**config.mk**
```make
export PLATFORM = sky130hd
export DESIGN_NAME = sevenseg_scan_mux
export DESIGN_NICKNAME = d
export VERILOG_FILES = /design/src/rtl/sevenseg_scan_mux.sv
export SDC_FILE = /design/constraint.sdc
export NUM_CORES = 1
export LEC_CHECK = 0
export BUFFER_PORTS_ARGS = -buffer_cell sky130_fd_sc_hd__buf_2
export CORE_ASPECT_RATIO = 1.5
export CORE_MARGIN = 3
export CORE_UTILIZATION = 55
export DETAILED_ROUTE_END_ITERATION = 10
export PLACE_DENSITY = 0.76
export REMOVE_ABC_BUFFERS = 1
export SLEW_MARGIN = 20
export SYNTH_ARGS = -nofsm -noshare
export SYNTH_HDL_FRONTEND = slang
export SYNTH_SLANG_ARGS = --single-unit
```
**constraint.sdc**
```tcl
create_clock -name aclk -period 3.2 [get_ports aclk]
set_input_delay 0.64 -clock aclk [delete_from_list [all_inputs] [get_ports aclk]]
set_output_delay 0.64 -clock aclk [all_outputs]
set_load 0.02 [all_outputs]
```
**src/rtl/sevenseg_scan_mux.sv**
```systemverilog
// Scan controller for a multi-digit common-bus seven-segment display.
// Accepts a display word over valid/ready and time-multiplexes it, one digit per slot.
module sevenseg_scan_mux #(
  parameter int DIGITS      = 4,
  parameter int DIGIT_TICKS = 4,
  parameter int DEAD_TICKS  = 1
) (
  input  logic                  aclk,
  input  logic                  areset,
  input  logic                  tick,
  input  logic                  en,
  input  logic                  lz_blank,
  input  logic [4*DIGITS-1:0]   s_data,
  input  logic [DIGITS-1:0]     s_dots,
  input  logic                  s_valid,
  output logic                  s_ready,
  output logic [3:0]            dig_nibble,
  output logic                  dig_dot,
  output logic [DIGITS-1:0]     dig_an,
  output logic                  frame_done
);

  localparam int IDX_W = (DIGITS > 1) ? $clog2(DIGITS) : 1;
  localparam logic [IDX_W-1:0] LAST_IDX  = IDX_W'(DIGITS - 1);
  localparam logic [7:0]       ON_LAST   = 8'(DIGIT_TICKS);
  localparam logic [7:0]       DEAD_LAST = 8'(DEAD_TICKS);

  typedef enum logic [1:0] {
    S_IDLE = 2'd0,
    S_ON   = 2'd1,
    S_DEAD = 2'd2
  } state_t;

  state_t state_q, state_d;

  logic en_meta_q, en_s_q;

  logic [DIGITS-1:0][3:0] pend_data_q, pend_data_d;
  logic [DIGITS-1:0]      pend_dots_q, pend_dots_d;
  logic                   pend_full_q, pend_full_d;
  logic [DIGITS-1:0][3:0] disp_data_q, disp_data_d;
  logic [DIGITS-1:0]      disp_dots_q, disp_dots_d;

  logic [IDX_W-1:0] idx_q, idx_d;
  logic [7:0]       cnt_q, cnt_d;
  logic [7:0]       cnt_inc;
  logic             digit_done;
  logic             frame_end;
  logic             load;

  logic [DIGITS-1:0] supp;
  logic              zero_run;

  logic [DIGITS-1:0] an_q, an_d;
  logic [3:0]        nib_q, nib_d;
  logic              dot_q, dot_d;
  logic              frame_done_q, frame_done_d;

  // en is asynchronous to aclk; two flops before anything looks at it
  always_ff @(posedge aclk or posedge areset) begin
    if (areset) begin
      en_meta_q <= 1'b0;
      en_s_q    <= 1'b0;
    end else begin
      en_meta_q <= en;
      en_s_q    <= en_meta_q;
    end
  end

  always_ff @(posedge aclk or posedge areset) begin
    if (areset) begin
      state_q <= S_IDLE;
    end else begin
      state_q <= state_d;
    end
  end

  always_comb begin
    state_d    = state_q;
    idx_d      = idx_q;
    cnt_d      = cnt_q;
    cnt_inc    = cnt_q + 8'd1;
    digit_done = 1'b0;
    frame_end  = 1'b0;
    if (!en_s_q) begin
      state_d = S_IDLE;
      idx_d   = '0;
      cnt_d   = '0;
    end else begin
      case (state_q)
        S_IDLE: begin
          state_d = S_ON;
          idx_d   = '0;
          cnt_d   = '0;
        end
        S_ON: begin
          if (tick) begin
            if (cnt_inc == ON_LAST) begin
              cnt_d = '0;
              if (DEAD_TICKS == 0) begin
                digit_done = 1'b1;
              end else begin
                state_d = S_DEAD;
              end
            end else begin
              cnt_d = cnt_inc;
            end
          end
        end
        S_DEAD: begin
          if (tick) begin
            if (cnt_inc == DEAD_LAST) begin
              cnt_d      = '0;
              digit_done = 1'b1;
            end else begin
              cnt_d = cnt_inc;
            end
          end
        end
        default: begin
          state_d = S_IDLE;
          idx_d   = '0;
          cnt_d   = '0;
        end
      endcase
      if (digit_done) begin
        state_d = S_ON;
        if (idx_q == LAST_IDX) begin
          idx_d     = '0;
          frame_end = 1'b1;
        end else begin
          idx_d = idx_q + 1'b1;
        end
      end
    end
  end

  // Load and accept are mutually exclusive: load needs a full pending register, accept an empty one
  always_comb begin
    pend_data_d = pend_data_q;
    pend_dots_d = pend_dots_q;
    pend_full_d = pend_full_q;
    disp_data_d = disp_data_q;
    disp_dots_d = disp_dots_q;
    load        = pend_full_q && ((state_q == S_IDLE) || frame_end);
    if (load) begin
      disp_data_d = pend_data_q;
      disp_dots_d = pend_dots_q;
      pend_full_d = 1'b0;
    end
    if (s_valid && !pend_full_q) begin
      pend_data_d = s_data;
      pend_dots_d = s_dots;
      pend_full_d = 1'b1;
    end
  end

  // A digit is blanked when it and every digit to its left are zero with no dot
  always_comb begin
    supp     = '0;
    zero_run = 1'b1;
    for (int i = DIGITS - 1; i >= 1; i--) begin
      zero_run = zero_run && (disp_data_d[i] == 4'h0) && !disp_dots_d[i];
      supp[i]  = lz_blank && zero_run;
    end
  end

  // Outputs are registered from next-state values so they line up with the state change
  always_comb begin
    an_d         = '0;
    nib_d        = nib_q;
    dot_d        = dot_q;
    frame_done_d = frame_end;
    if (state_d == S_ON) begin
      nib_d = disp_data_d[idx_d];
      dot_d = disp_dots_d[idx_d];
      if (!supp[idx_d]) begin
        an_d[idx_d] = 1'b1;
      end
    end
  end

  always_ff @(posedge aclk or posedge areset) begin
    if (areset) begin
      pend_data_q  <= '0;
      pend_dots_q  <= '0;
      pend_full_q  <= 1'b0;
      disp_data_q  <= '0;
      disp_dots_q  <= '0;
      idx_q        <= '0;
      cnt_q        <= '0;
      an_q         <= '0;
      nib_q        <= '0;
      dot_q        <= 1'b0;
      frame_done_q <= 1'b0;
    end else begin
      pend_data_q  <= pend_data_d;
      pend_dots_q  <= pend_dots_d;
      pend_full_q  <= pend_full_d;
      disp_data_q  <= disp_data_d;
      disp_dots_q  <= disp_dots_d;
      idx_q        <= idx_d;
      cnt_q        <= cnt_d;
      an_q         <= an_d;
      nib_q        <= nib_d;
      dot_q        <= dot_d;
      frame_done_q <= frame_done_d;
    end
  end

  assign s_ready    = ~pend_full_q;
  assign dig_an     = an_q;
  assign dig_nibble = nib_q;
  assign dig_dot    = dot_q;
  assign frame_done = frame_done_q;

endmodule

```
==> out/qor.json <==
{
  "first_global_vias": 2526,
  "synth_area_leaders": "dfrtp_1 50%, mux2_2 12%, ha_1 3.1%",
  "clk_path_buf_depth": 2,
  "initial_antenna_violation_count": 0,
  "worst-r2r-setup-slack_ps": 250,
  "syn-mean-instance-area_um2": 11.7,
  "start_util_pct": 58.3,
  "numCtsBuffers": 9,
  "drt-pass1-iter-count": 6,
  "gp_routability_congestion": 0.874,
  "internal_power_mw": 1.94,
  "synth-seq-area-share_pct": 50.1,
  "path_max_fanout": 26,
  "max_cap_viol_count": 0,
  "dominantRegCellSynth": "dfrtp_1",
  "drv_slew": 0,
  "drt.antenna.violating_nets": 0,
  "worstSetupPathType": "reg2reg",
  "async_flop_share_pct": 100,
  "fin_ws_ps": 247,
  "chipHeight_um": 100,
  "final_net_count": 355,
  "post_route_cells_drive_above_1_share_pct": 34.0,
  "critical_path.endpoint": "dig_nibble[1]",
  "post-synth-top-area-cell": "dfrtp_1",
  "detailroute.via_count": 2357,
  "crit_path_start_kind": "flip-flop",
  "coreArea_mm2": 0.00557,
  "run_status": "completed",
  "grt_setup_unrepaired": "false",
  "rr_endpoint": "dig_nibble[1]",
  "antenna_cells": 0,
  "setup_violations": 0,
  "final-hold-violation-count": 0,
  "flow.area_growth_from_synthesis_pct": 15.3,
  "dp.cells": 380,
  "drtIter0Drc": 128,
  "final_cells": 396,
  "sequential_cell_area_mm2": 0.00163,
  "final_core_utilization_pct": 67.2,
  "power.sequential.fraction_pct": 45.5,
  "critical_path_start": "cnt_q[0]",
  "p_clk_share_pct": 30.4,
  "end_kind": "flip-flop",
  "synth_cell_types": 56,
  "yosys_register_bits": 65,
  "postCtsSetupRepairBufs": 0,
  "io_buffer_count": 36,
  "final_setup_tns_ps": 0,
  "fmax_ghz": 0.339,
  "gate_count_after_technology_mapping": 278,
  "timing.rr.start": "cnt_q[0]",
  "layout_common_cells": "65 x dfrtp_1, 36 x mux2_2, 36 x buf_2, 17 x nor2_1, 15 x inv_1",
  "timing.critical_path.required_ps": 3410,
  "skew_ps": 7.37,
  "net-switching-power_mw": 0.779,
  "power_density_mw_per_mm2": 725,
  "io-pin-count": 37,
  "cts.clk_slew.worst_paths_ps": 70,
  "grt_first_pass_wirelength_mm": 11.8,
  "vias_per_cell": 5.95,
  "share_comb_of_total_power_pct": 24.0,
  "holdWs_ps": 331,
  "period_share_pct": 92.3,
  "relSlewSlack_pct": 57.2,
  "worst-slew-pin-transition_ps": 638,
  "hpwl_mm": 5.08,
  "place_ws_ps": 255,
  "worst_supply_voltage_drop_on_vdd_mv": 0.614,
  "p_leak_nw": 1.65,
  "crit_path_arrival_time_ps": 3170,
  "post_synth_instance_area_mm2": 0.00325,
  "detail_route.drc_violations": 0,
  "globalRoute.totalOverflow": 0,
  "grtUsageTotal_pct": 22.9,
  "min_path_type": "in2async",
  "clock_latency_ps": 330,
  "reg2reg_depth": 10,
  "grt_start_max_net_pins": 27,
  "die_w_um": 68.8,
  "layout_min_cycle_time_ps": 2950,
  "design.die.area_mm2": 0.00689,
  "drt_wl_total_mm": 6.93,
  "layout.filler_cells": 415,
  "clock_tree.htree_level_count": 3,
  "power.switching_fraction_pct": 28.7,
  "clock_tree_from_tritoncts": "built",
  "post-synth-top-area-fraction_pct": 50.1,
  "synth.yosys.warnings": 0,
  "area_taken_by_multi_input_logic_gates_mm2": 0.00150,
  "cts_sinks": 65,
  "post_drt_wl_per_cell_um": 17.5,
  "cts_root_buf": "clkbuf_8",
  "synth-edff-count": 0,
  "std_cell_rows": 33,
  "layout.cells.most_common": "dfrtp_1"
}
## Yosys cell counts (all sizes together) (2+ instances only)
master and n:
buf 8, nand2 14, nor2b 3, a32oi 2
ha 8, nor3 8, o22ai 2, o21bai 2
nand3 7, a21oi 9, o21ai 14, a211oi 2
o211ai 4, and3 3, o31ai 6, a22oi 2
clkbuf 2, or4 3, nor4 8, dfrtp 65
a31oi 4, nand4 3, o221ai 3, nor2 18
inv 16, mux2i 6, mux2 41
## per-layer routing
metal / wire, um / global-route usage (%)
met4: 208 / 10.5
met3: 257 / 4.82
met1: 2690 / 26.4
met5: 0 / 0
met2: 3780 / 39.5
## logic make-up (layout without fill, tap and decap cells)
group | count (synthesis) | after routing | share of synthesized area, %
AND/OR/NAND/NOR | 71 | 71 | 12.4
multiplexers | 47 | 47 | 16.5
flip-flops | 65 | 65 | 50.1
AO/OA/AOI/OAI | 59 | 59 | 13.5
buffers and inverters | 26 | 74 | 3.89
XOR/XNOR | 2 | 2 | 0.539
adder cells (fa/ha/maj) | 8 | 8 | 3.08
## worst max-delay path: stages, from the launching register on
cell and delay [ps]:
dfrtp_1 470, ha_1 310, and3_4 200, nor4_4 230
o32ai_4 170, o31ai_4 280, buf_12 230, mux2_2 370
mux2i_1 160, o221ai_1 120, mux2_2 280
## flip-flops by register name, summed over array words and instances (netlist names), 2 cells and up
signal / flops
disp_data_q: 16
pend_data_q: 16
cnt_q: 8
dig_an: 4
dig_nibble: 4
disp_dots_q: 4
pend_dots_q: 4
idx_q: 2
state_q: 2
## repair_timing
action	in CTS	in global routing
endpoints found under the setup margin	0	2
hold buffers	0	0
resized for setup	0	1
## how the worst min path moves through the flow
stage                     end       from  slack [ps]
finish              dig_an[3]     areset         330
global placement       en_s_q  en_meta_q         330
floorplan              en_s_q  en_meta_q         330
detailed placement     en_s_q  en_meta_q         340
CTS                 dig_an[3]     areset         330
global route        dig_an[3]     areset         350
## layout make-up
type / count / share of cell area (%)
Inverter: 16 / 1.60
Timing Repair Buffer: 42 / 6.35
Multi-Input combinational cell: 187 / 40.0
Tap cell: 70 / 2.34
Sequential cell: 65 / 43.4
Clock inverter: 5 / 2.77
Clock buffer: 11 / 3.51
## stage by stage
step	cell area, um2	power [mW]
floorplan	3180	1.67
global placement	3510	1.87
detailed placement	3510	1.90
CTS	3750	2.74
global route	3750	2.86
finish	3750	2.72
## power groups by stage
stage,registers (mW),clock network [mW],logic (mW)
floorplan,1.23,0,0.445
global placement,1.24,0,0.633
detailed placement,1.25,0,0.652
CTS,1.24,0.844,0.663
global route,1.26,0.876,0.717
finish,1.24,0.827,0.653
No activity file was read; power rests on OpenSTA's default activity.
